## src/rtl/uart_pkg.sv

```systemverilog
// rtl/uart_pkg.sv - shared UART constants, FSM state encoding and helpers
package uart_pkg;

    // Oversampling geometry (fixed by the link definition)
    localparam int OVERSAMPLE       = 16;
    localparam int MID_SAMPLE       = 8;
    localparam int DATA_BITS        = 8;

    // 50 MHz / (9600 * 16), rounded
    localparam int DEFAULT_BAUD_DIV = 326;

    // FSM state encoding, shared by receiver and transmitter
    localparam logic [2:0] ST_IDLE   = 3'd0;
    localparam logic [2:0] ST_START  = 3'd1;
    localparam logic [2:0] ST_DATA   = 3'd2;
    localparam logic [2:0] ST_PARITY = 3'd3;
    localparam logic [2:0] ST_STOP   = 3'd4;

    typedef enum logic [2:0] {
        IDLE   = ST_IDLE,
        START  = ST_START,
        DATA   = ST_DATA,
        PARITY = ST_PARITY,
        STOP   = ST_STOP
    } uart_state_t;

    // Even parity bit for a data byte: the bit that makes the total count of ones even
    function automatic logic even_parity(input logic [DATA_BITS-1:0] d);
        return ^d;
    endfunction

endpackage

```

## src/rtl/uart_baud_tick.sv

```systemverilog
// rtl/uart_baud_tick.sv - oversample tick generator, one-clk pulse every BAUD_DIV clocks
module uart_baud_tick
    import uart_pkg::*;
#(
    parameter int BAUD_DIV = DEFAULT_BAUD_DIV
) (
    input  logic clk,
    input  logic reset,
    input  logic en,
    output logic tick
);

    // 16-bit counter covers the full 2..65535 divider range
    localparam logic [15:0] CNT_LAST = 16'(BAUD_DIV - 1);

    logic [15:0] cnt;

    // Free-running divider while enabled; parked at zero when disabled
    always_ff @(posedge clk or posedge reset) begin
        if (reset) begin
            cnt <= 16'd0;
        end else if (!en || cnt == CNT_LAST) begin
            cnt <= 16'd0;
        end else begin
            cnt <= cnt + 16'd1;
        end
    end

    assign tick = en && (cnt == CNT_LAST);

endmodule

```

## src/rtl/uart_receiver.sv

```systemverilog
// rtl/uart_receiver.sv - 16x oversampled UART receiver; optional even parity via UART_RX_PARITY_EN
module uart_receiver
    import uart_pkg::*;
#(
    parameter int BAUD_DIV = DEFAULT_BAUD_DIV
) (
    input  logic       clk,
    input  logic       reset,
    input  logic       rx_en,
    input  logic       rx_in,
    output logic [7:0] data_out,
    output logic       rx_valid,
    output logic       rx_perror,
    output logic       rx_ferror,
    output logic       rx_busy
);

    localparam logic [3:0] SAMPLE_LAST = 4'(OVERSAMPLE - 1);
    localparam logic [3:0] MID_LAST    = 4'(MID_SAMPLE - 1);
    localparam logic [2:0] IDX_LAST    = 3'(DATA_BITS - 1);

    logic [1:0]           sync;
    logic                 rx_s;
    logic                 tick;
    uart_state_t          state;
    logic [3:0]           sample_cnt;
    logic [2:0]           bit_idx;
    logic [DATA_BITS-1:0] shift;
    // Set once the line has been seen high in IDLE; a start needs a fresh falling level
    logic                 armed;
`ifdef UART_RX_PARITY_EN
    logic                 perr_int;
`endif

    uart_baud_tick #(
        .BAUD_DIV (BAUD_DIV)
    ) u_tick (
        .clk   (clk),
        .reset (reset),
        .en    (rx_en),
        .tick  (tick)
    );

    // Two-flop synchroniser, preset to the idle (high) line level
    always_ff @(posedge clk or posedge reset) begin
        if (reset) begin
            sync <= 2'b11;
        end else begin
            sync <= {sync[0], rx_in};
        end
    end

    assign rx_s = sync[1];

`ifndef UART_RX_PARITY_EN
    assign rx_perror = 1'b0;
`endif

    // Frame FSM: all decisions on oversample ticks, outputs registered
    always_ff @(posedge clk or posedge reset) begin
        if (reset) begin
            state      <= IDLE;
            sample_cnt <= 4'd0;
            bit_idx    <= 3'd0;
            shift      <= '0;
            armed      <= 1'b0;
            data_out   <= 8'd0;
            rx_valid   <= 1'b0;
            rx_ferror  <= 1'b0;
            rx_busy    <= 1'b0;
`ifdef UART_RX_PARITY_EN
            perr_int   <= 1'b0;
            rx_perror  <= 1'b0;
`endif
        end else begin
            rx_valid <= 1'b0;
            if (!rx_en) begin
                // Abort: drop the frame, keep data_out and flags
                state      <= IDLE;
                sample_cnt <= 4'd0;
                rx_busy    <= 1'b0;
                armed      <= 1'b0;
            end else begin
                if (state == IDLE && rx_s) begin
                    armed <= 1'b1;
                end
                if (tick) begin
                    case (state)
                        IDLE: begin
                            if (!rx_s && armed) begin
                                state      <= START;
                                sample_cnt <= 4'd0;
                                armed      <= 1'b0;
                            end
                        end
                        START: begin
                            if (sample_cnt == MID_LAST) begin
                                sample_cnt <= 4'd0;
                                if (!rx_s) begin
                                    // Genuine start bit: new frame, clear last frame's flags
                                    rx_busy   <= 1'b1;
                                    rx_ferror <= 1'b0;
`ifdef UART_RX_PARITY_EN
                                    rx_perror <= 1'b0;
                                    perr_int  <= 1'b0;
`endif
                                    bit_idx   <= 3'd0;
                                    state     <= DATA;
                                end else begin
                                    state <= IDLE;
                                end
                            end else begin
                                sample_cnt <= sample_cnt + 4'd1;
                            end
                        end
                        DATA: begin
                            if (sample_cnt == SAMPLE_LAST) begin
                                sample_cnt <= 4'd0;
                                shift      <= {rx_s, shift[DATA_BITS-1:1]};
                                bit_idx    <= bit_idx + 3'd1;
                                if (bit_idx == IDX_LAST) begin
`ifdef UART_RX_PARITY_EN
                                    state <= PARITY;
`else
                                    state <= STOP;
`endif
                                end
                            end else begin
                                sample_cnt <= sample_cnt + 4'd1;
                            end
                        end
`ifdef UART_RX_PARITY_EN
                        PARITY: begin
                            if (sample_cnt == SAMPLE_LAST) begin
                                sample_cnt <= 4'd0;
                                perr_int   <= rx_s ^ even_parity(shift);
                                state      <= STOP;
                            end else begin
                                sample_cnt <= sample_cnt + 4'd1;
                            end
                        end
`endif
                        STOP: begin
                            if (sample_cnt == SAMPLE_LAST) begin
                                sample_cnt <= 4'd0;
                                rx_ferror  <= !rx_s;
`ifdef UART_RX_PARITY_EN
                                rx_perror  <= perr_int;
                                if (rx_s && !perr_int) begin
`else
                                if (rx_s) begin
`endif
                                    data_out <= shift;
                                    rx_valid <= 1'b1;
                                end
                                rx_busy <= 1'b0;
                                // A low stop (break) leaves us disarmed until the line rises
                                armed   <= rx_s;
                                state   <= IDLE;
                            end else begin
                                sample_cnt <= sample_cnt + 4'd1;
                            end
                        end
                        default: begin
                            state <= IDLE;
                        end
                    endcase
                end
            end
        end
    end

endmodule
```

## config.mk

```make
export PLATFORM = sky130hd
export DESIGN_NAME = uart_receiver
export DESIGN_NICKNAME = d
export VERILOG_FILES = /design/src/rtl/uart_pkg.sv /design/src/rtl/uart_baud_tick.sv /design/src/rtl/uart_receiver.sv
export SDC_FILE = /design/constraint.sdc
export NUM_CORES = 1
export LEC_CHECK = 0
export ABC_AREA = 1
export CORE_MARGIN = 5
export CORE_UTILIZATION = 40
export CTS_CLUSTER_DIAMETER = 50
export DETAILED_ROUTE_END_ITERATION = 10
export PLACE_DENSITY_LB_ADDON = 0.3
export SYNTH_ARGS = -nofsm -noshare
export SYNTH_HDL_FRONTEND = slang
export SYNTH_SLANG_ARGS = --single-unit
```

## constraint.sdc

```tcl
create_clock -name clk -period 1.5 [get_ports clk]
set_input_delay 0.3 -clock clk [delete_from_list [all_inputs] [get_ports clk]]
set_output_delay 0.3 -clock clk [all_outputs]
set_load 0.01 [all_outputs]
```

==> results of run 1 <==
through the flow:
stage,hold WS [ns],instance area [um^2],setup TNS (ns),cells
after floorplan,0.304,2570,0,324
after global placement,0.347,3120,-2.67,452
after detailed placement,0.347,3120,-3.06,452
after CTS,0.268,3340,-1.29,463
after global routing,0.280,3540,-5.67,468
final,0.260,3540,-1.72,468
worst max-delay path, delay by kind of cell (launching register included):
kind | cells | cell delay [ns]
and+or+nand+nor | 6 | 0.56
AOI/OAI and AO/OA | 1 | 0.04
DFF | 1 | 0.40
buffers and inverters | 4 | 0.38
adders and majority gates | 1 | 0.12
state kept, by name, indices dropped and copies added (netlist names):
| name | count |
|---|---|
| rx_busy | 1 |
| sample_cnt | 4 |
| u_tick.cnt | 16 |
| shift | 8 |
| bit_idx | 3 |
| state | 3 |
| sync | 2 |
| armed | 1 |
| rx_ferror | 1 |
| data_out | 8 |
| rx_valid | 1 |
logic make-up after synthesis:
| group | synth area share |
|---|---|
| other | 0.00146 |
| XOR/XNOR | 0.0204 |
| AND/OR/NAND/NOR | 0.315 |
| buffers and inverters | 0.0745 |
| flip-flops | 0.468 |
| adder cells (fa/ha/maj) | 0.0243 |
| AO/OA/AOI/OAI | 0.0954 |
per-layer routing:
metal,part of all wire,global-route usage
met1,0.45,0.180
met2,0.50,0.236
met3,0.037,0.0267
met4,0.0096,0.0335
met5,0,0
how the worst max path moves through the flow:
stage | startpoint | end | slack, ns | depth (start not counted)
2_1_floorplan | u_tick.cnt[1]$_DFF_PP0_ | data_out[1]$_DFFE_PP0P_ | 0.05 | 12
3_3_place_gp | u_tick.cnt[1]$_DFF_PP0_ | state[2]$_DFFE_PP0P_ | -0.12 | 11
3_5_place_dp | u_tick.cnt[1]$_DFF_PP0_ | state[2]$_DFFE_PP0P_ | -0.16 | 11
4_1_cts | u_tick.cnt[1]$_DFF_PP0_ | sample_cnt[1]$_DFFE_PP0P_ | -0.06 | 11
5_1_grt | u_tick.cnt[1]$_DFF_PP0_ | data_out[0]$_DFFE_PP0P_ | -0.19 | 13
6_report | u_tick.cnt[1]$_DFF_PP0_ | data_out[1]$_DFFE_PP0P_ | -0.10 | 12
power by group through the flow:
stage	registers [W]	logic (W)	clock network, W
4_1_cts	0.00143	0.000768	0.00116
3_5_place_dp	0.00145	0.000725	0
5_1_grt	0.00144	0.000911	0.00122
2_1_floorplan	0.00145	0.000441	0
3_3_place_gp	0.00145	0.000710	0
6_report	0.00143	0.000802	0.00114
layout by cell type, fill, tap and decap left out, types with 3 or more instances in the layout:
cell	instances
sky130_fd_sc_hd__nand2_1	78
sky130_fd_sc_hd__dfrtp_1	45
sky130_fd_sc_hd__buf_4	42
sky130_fd_sc_hd__nor2_1	32
sky130_fd_sc_hd__inv_1	30
sky130_fd_sc_hd__nand3_1	18
sky130_fd_sc_hd__o21ai_2	16
sky130_fd_sc_hd__nor2_2	10
sky130_fd_sc_hd__nand2_2	10
sky130_fd_sc_hd__dlygate4sd2_1	10
sky130_fd_sc_hd__o21ai_1	9
sky130_fd_sc_hd__nor3_1	8
sky130_fd_sc_hd__inv_2	7
sky130_fd_sc_hd__a21oi_1	7
sky130_fd_sc_hd__nand2_4	6
sky130_fd_sc_hd__nor2_4	5
sky130_fd_sc_hd__nand4_1	5
sky130_fd_sc_hd__xor2_1	5
sky130_fd_sc_hd__clkbuf_8	5
sky130_fd_sc_hd__nor3_2	4
sky130_fd_sc_hd__buf_6	4
sky130_fd_sc_hd__ha_1	3
sky130_fd_sc_hd__clkdlybuf4s50_1	3
sky130_fd_sc_hd__buf_12	3
final cells by class:
type	count	area, um^2
Tap cell	77	96.3
Sequential cell	48	1200
Clock buffer	5	68.8
Fill cell	582	2770
Inverter	40	161
Multi-Input combinational cell	231	1370
Clock inverter	3	68.8
Timing Repair Buffer	64	576
what timing repair did:
item,4_1_cts,5_1_grt
pin swaps,5,9
endpoints found under the setup margin,52,47
cloned,0,1
hold buffers,0,0
setup buffers,3,4
resized for setup,30,45
==> results.sh, run 1 <==
export IMPL_status="finished with violations"
export IMPL_failed_checks="negative setup slack"
export IMPL_io_pins=16
export IMPL_max_cap_violations=0
export IMPL_finalHoldViolations=0
export IMPL_layout_nets=399
export IMPL_clock_skew_ns=0.0104
export IMPL_synth_yosys_seq_area_share=0.468
export IMPL_yosysMostFrequentCell="sky130_fd_sc_hd__nand2_1"
export IMPL_required_ns=1.71
export IMPL_initial_core_util=0.407
export IMPL_final_util=0.561
export IMPL_die_area_um2=8130
export IMPL_critPathKind="flip-flop to flip-flop"
export IMPL_worstSkewPairLatency_ns=0.31
export IMPL_first_global_vias=2167
export IMPL_internal_power_w=0.00236
export IMPL_critPathMaxFanout=8
export IMPL_detailedRoute_firstPassIterationCount=4
export IMPL_grt_max_degree=17
export IMPL_synth_top_cells_by_count="sky130_fd_sc_hd__nand2_1 (89), sky130_fd_sc_hd__dfrtp_1 (46), sky130_fd_sc_hd__nor2_1 (40), sky130_fd_sc_hd__inv_1 (37), sky130_fd_sc_hd__nand3_1 (19)"
export IMPL_final_max_slew_viol_count=0
export IMPL_drive_gt1_frac=0.340
export IMPL_post_route_drc_count=0
export IMPL_antenna_found_initial=0
export IMPL_number_of_instances_in_the_synthesized_netlist=324
export IMPL_io_buffer_count=14
export IMPL_path_clk_slew_ns=0.10
export IMPL_place_detailed_hpwl_mm=4.01
export IMPL_synth_seq_cells=48
export IMPL_maxClockFrequency_ghz=0.623
export IMPL_clock_power_share=0.337
export IMPL_post_dr_wirelength_cell_um=12.1
export IMPL_average_footprint_of_a_synthesized_cell_um2=7.93
export IMPL_placementRows=29
export IMPL_cts_inserted_buffers=5
export IMPL_rsz_0062_raised_after_global_routing="yes"
export IMPL_core_area_um2=6310
export IMPL_period_share=1.07
export IMPL_synth_largest_area_cell="sky130_fd_sc_hd__dfrtp_1"
export IMPL_ctsLongestPathBuffers=2
export IMPL_timing_critical_path_from_type="flip-flop"
export IMPL_max_stage_delay_ns=0.40
export IMPL_static_leakage_power_nw=1.76
export IMPL_cellPowerDensity_nw_per_um2=951
export IMPL_route_final_wire_length_mm=5.64
export IMPL_n_antenna_cell=0
export IMPL_period_minus_slack_ns=1.60
export IMPL_grtUsageTotal=0.138
export IMPL_cts_max_level=2
export IMPL_remaining_overflow_grt=0
export IMPL_antenna_violating_nets_remaining=0
export IMPL_power_switching_w=0.00101
export IMPL_die_w_um=90.2
export IMPL_ff2ff_setup_slack_ns=-0.10
export IMPL_finalPower_w=0.00337
export IMPL_max_vdd_ir_drop_mv=0.565
export IMPL_regToRegEndpoint="data_out[1]$_DFFE_PP0P_"
export IMPL_combinationalPowerShare=0.238
export IMPL_crit_path_cell_trace="inv_2, ha_4, inv_2, nor2_1, nand2_1, nor2_4, nand2_4, inv_2, nand2_4, clkbuf_16, nand2_4, o21ai_2"
export IMPL_critical_path_reg2reg_startpoint="u_tick.cnt[1]$_DFF_PP0_"
export IMPL_timing_final_ws_setup_ns=-0.105
export IMPL_post_synth_instance_area_um2=2570
export IMPL_power_share_sequential=0.424
export IMPL_dp_slack_ns=-0.155
export IMPL_route_vias_total=2249
export IMPL_die_height_um=90.2
export IMPL_synth_top_cells_by_area="sky130_fd_sc_hd__dfrtp_1 (45%), sky130_fd_sc_hd__nand2_1 (13%), sky130_fd_sc_hd__nor2_1 (5.8%), sky130_fd_sc_hd__inv_1 (5.4%), sky130_fd_sc_hd__o21ai_2 (5.1%)"
export IMPL_critical_path_arrival_ns=1.81
export IMPL_yosysUniqueCellTypes=30
export IMPL_dominantRegCellSynth="sky130_fd_sc_hd__dfrtp_1"
export IMPL_drt_vias_per_instance=4.81
export IMPL_clock_tree_root_cell="sky130_fd_sc_hd__clkbuf_8"
export IMPL_cts_tree="yes"
export IMPL_ys_warn_count=0
export IMPL_drt_iter0_markers=100
export IMPL_grt_pass1_wl_mm=9.61
export IMPL_setup_violations=33
export IMPL_area_growth_pct=37.8
export IMPL_synthArstFlopShare=1.00
export IMPL_synth_largest_type_area_fraction=0.448
export IMPL_depth_of_the_worst_register_to_register_path=12
export IMPL_p_sw_frac=0.298
export IMPL_timing_hold_worst_class="input port to async pin"
export IMPL_critical_path_slowest_cell="sky130_fd_sc_hd__dfrtp_1"
export IMPL_worst_setup_path_end_kind="flip-flop"
export IMPL_number_of_flops_mapped_to_enable_cells_by_yosys=0
export IMPL_synth_net_count=333
export IMPL_cts_sinks=48
export IMPL_routabilityCongestion=0.915
No activity file was read; power rests on OpenSTA's default activity.
==> run 2, diff against run 1 <==
Settings changed: PLACE_DENSITY set to 0.7, PLACE_DENSITY_LB_ADDON 0.3 to not set.
==> run 2 against run 1 <==
Against the previous run:
- the run still ends with negative setup slack left
- clock skew barely moved
- clock-buffer cell count did not move
- clock power fell by 14%
- power fell by 1.6%
- global-route usage rose by 0.52 points
- critical endpoint is now data_out[4]$_DFFE_PP0P_
==> results.sh, run 2 (synthesis gave the netlist of run 1 again) <==
export IMPL_status="finished with violations"
export IMPL_failed_checks="negative setup slack"
export IMPL_internal_power_w=0.00222
export IMPL_leading_cell_type_in_the_layout_fill_and_taps_excluded="sky130_fd_sc_hd__nand2_1"
export IMPL_maxClockFrequency_ghz=0.606
export IMPL_layout_nets=396
export IMPL_cellPowerDensity_nw_per_um2=894
export IMPL_cts_hold_buffers_added=0
export IMPL_path_clk_slew_ns=0.10
export IMPL_period_share=1.10
export IMPL_critPathMaxFanout=8
export IMPL_finalPower_w=0.00332
export IMPL_drt_iter0_markers=107
export IMPL_io_buffer_count=14
export IMPL_routabilityCongestion=0.842
export IMPL_grt_pass1_wl_mm=9.85
export IMPL_setup_worst_path_end="data_out[4]$_DFFE_PP0P_"
export IMPL_detailedRoute_firstPassIterationCount=4
export IMPL_die_w_um=90.2
export IMPL_setup_violations=46
export IMPL_route_final_wire_length_mm=6.56
export IMPL_crit_path_cell_trace="inv_2, ha_4, inv_2, nor2_2, nand2_2, nor2_4, nand2_4, inv_4, nand2_4, buf_12, nand2_2, o21ai_2"
export IMPL_io_pins=16
export IMPL_required_ns=1.71
export IMPL_critPathKind="flip-flop to flip-flop"
export IMPL_cts_inserted_buffers=5
export IMPL_cts_sinks=48
export IMPL_die_area_um2=8130
export IMPL_static_leakage_power_nw=1.77
export IMPL_mostFrequentLayoutCells="sky130_fd_sc_hd__nand2_1 (61), sky130_fd_sc_hd__dfrtp_1 (45), sky130_fd_sc_hd__buf_4 (36), sky130_fd_sc_hd__nor2_1 (32), sky130_fd_sc_hd__inv_1 (31)"
export IMPL_post_dr_wirelength_cell_um=14.1
export IMPL_period_minus_slack_ns=1.65
export IMPL_power_switching_w=0.00109
export IMPL_grtUsageTotal=0.143
export IMPL_worst_setup_path_end_kind="flip-flop"
export IMPL_clock_power_share=0.297
export IMPL_fin_area_um2=3710
export IMPL_drive_gt1_frac=0.394
export IMPL_worstSkewPairLatency_ns=0.31
export IMPL_max_cap_violations=0
export IMPL_timing_critical_path_from_type="flip-flop"
export IMPL_grtUsageMet2=0.242
export IMPL_p_sw_frac=0.330
export IMPL_route_vias_total=2283
export IMPL_critical_path_reg2reg_startpoint="u_tick.cnt[1]$_DFF_PP0_"
export IMPL_finalHoldViolations=0
export IMPL_critical_path_slowest_cell="sky130_fd_sc_hd__dfrtp_1"
export IMPL_max_vdd_ir_drop_mv=1.04
export IMPL_placed_area_um2=3050
export IMPL_drt_vias_per_instance=4.91
export IMPL_grt_use_met1=0.185
export IMPL_final_util=0.587
export IMPL_post_route_drc_count=0
export IMPL_antenna_violating_nets_remaining=0
export IMPL_timing_hold_worst_class="input port to async pin"
export IMPL_die_height_um=90.2
export IMPL_core_area_um2=6310
export IMPL_cp_startpoint="u_tick.cnt[1]$_DFF_PP0_"
export IMPL_finalNonFillerCells=465
export IMPL_place_detailed_instances=445
export IMPL_power_share_sequential=0.431
export IMPL_placementRows=29
export IMPL_ff2ff_setup_slack_ns=-0.15
export IMPL_max_stage_delay_ns=0.40
export IMPL_first_global_vias=2204
export IMPL_combinationalPowerShare=0.272
export IMPL_remaining_overflow_grt=0
export IMPL_regToRegEndpoint="data_out[4]$_DFFE_PP0P_"
export IMPL_largest_register_ff_count=16
export IMPL_clock_skew_ns=0.0105
export IMPL_ctsLongestPathBuffers=2
export IMPL_initial_core_util=0.407
export IMPL_largest_register="u_tick.cnt"
export IMPL_grt_max_degree=25
export IMPL_largestRegisters="u_tick.cnt (16), data_out (8), shift (8)"
export IMPL_final_max_slew_viol_count=0
export IMPL_area_growth_pct=44.3
export IMPL_n_antenna_cell=0
export IMPL_gr_usage_met3=0.0284
export IMPL_gr_busiest_metal="met2"
export IMPL_place_detailed_hpwl_mm=3.90
export IMPL_cts_max_level=2
export IMPL_antenna_found_initial=0
export IMPL_critical_path_arrival_ns=1.86
export IMPL_timing_final_ws_setup_ns=-0.150
export IMPL_cts_tree="yes"
export IMPL_fin_worst_hold_slack_ns=0.240
export IMPL_rsz_0062_raised_after_global_routing="yes"
export IMPL_clock_tree_root_cell="sky130_fd_sc_hd__clkbuf_8"
export IMPL_depth_of_the_worst_register_to_register_path=12
-- run 2: metrics by stage --
step | setup TNS, ns | worst slack, ns
after floorplan | 0 | 0.0454
after global placement | -1.98 | -0.0894
after detailed placement | -2.33 | -0.131
after CTS | -1.39 | -0.0763
after global routing | -7.62 | -0.227
final | -3.73 | -0.150
-- run 2: worst min path at each step --
| stage | to | slack (ns) |
|---|---|---|
| 6_report | data_out[5]$_DFFE_PP0P_ | 0.24 |
| 5_1_grt | data_out[5]$_DFFE_PP0P_ | 0.24 |
| 4_1_cts | data_out[5]$_DFFE_PP0P_ | 0.24 |
| 3_5_place_dp | sync[1]$_DFF_PP1_ | 0.35 |
| 3_3_place_gp | sync[1]$_DFF_PP1_ | 0.35 |
| 2_1_floorplan | sync[0]$_DFF_PP1_ | 0.30 |
-- run 2: timing repair --
action | 4_1_cts | 5_1_grt
endpoints found under the setup margin | 41 | 47
setup buffers | 2 | 8
gates resized for setup | 31 | 88
pin swaps | 3 | 13
gates cloned | 1 | 2
-- run 2: cell type report --
cell class | instances | area [um^2]
clock buffers | 5 | 68.8
clock inverters | 3 | 46.3
fillers | 509 | 2610
inverters | 40 | 179
multi-input cells | 232 | 1530
flip-flops and latches | 48 | 1200
well taps | 77 | 96.3
repair buffers | 60 | 579
-- run 2: critical path: cells and delay by family, from the launching register on --
family                   cells  cell delay (ns)
flip-flops                   1             0.40
adder cells (fa/ha/maj)      1             0.12
buffers and inverters        4             0.36
AO/OA/AOI/OAI                1             0.05
AND/OR/NAND/NOR              6             0.63
-- run 2: power by group through the flow --
stage               clock network, W  logic [W]  registers, W
finish                      0.000984   0.000903       0.00143
global placement                   0   0.000703       0.00145
floorplan                          0   0.000441       0.00145
CTS                          0.00100   0.000750       0.00142
global route                 0.00106   0.000996       0.00144
detailed placement                 0   0.000719       0.00145
-- run 2: per-layer routing --
metal	routed length [um]	share of wire
met5	0	0
met1	2860	0.44
met2	3440	0.52
met4	112	0.017
met3	154	0.023
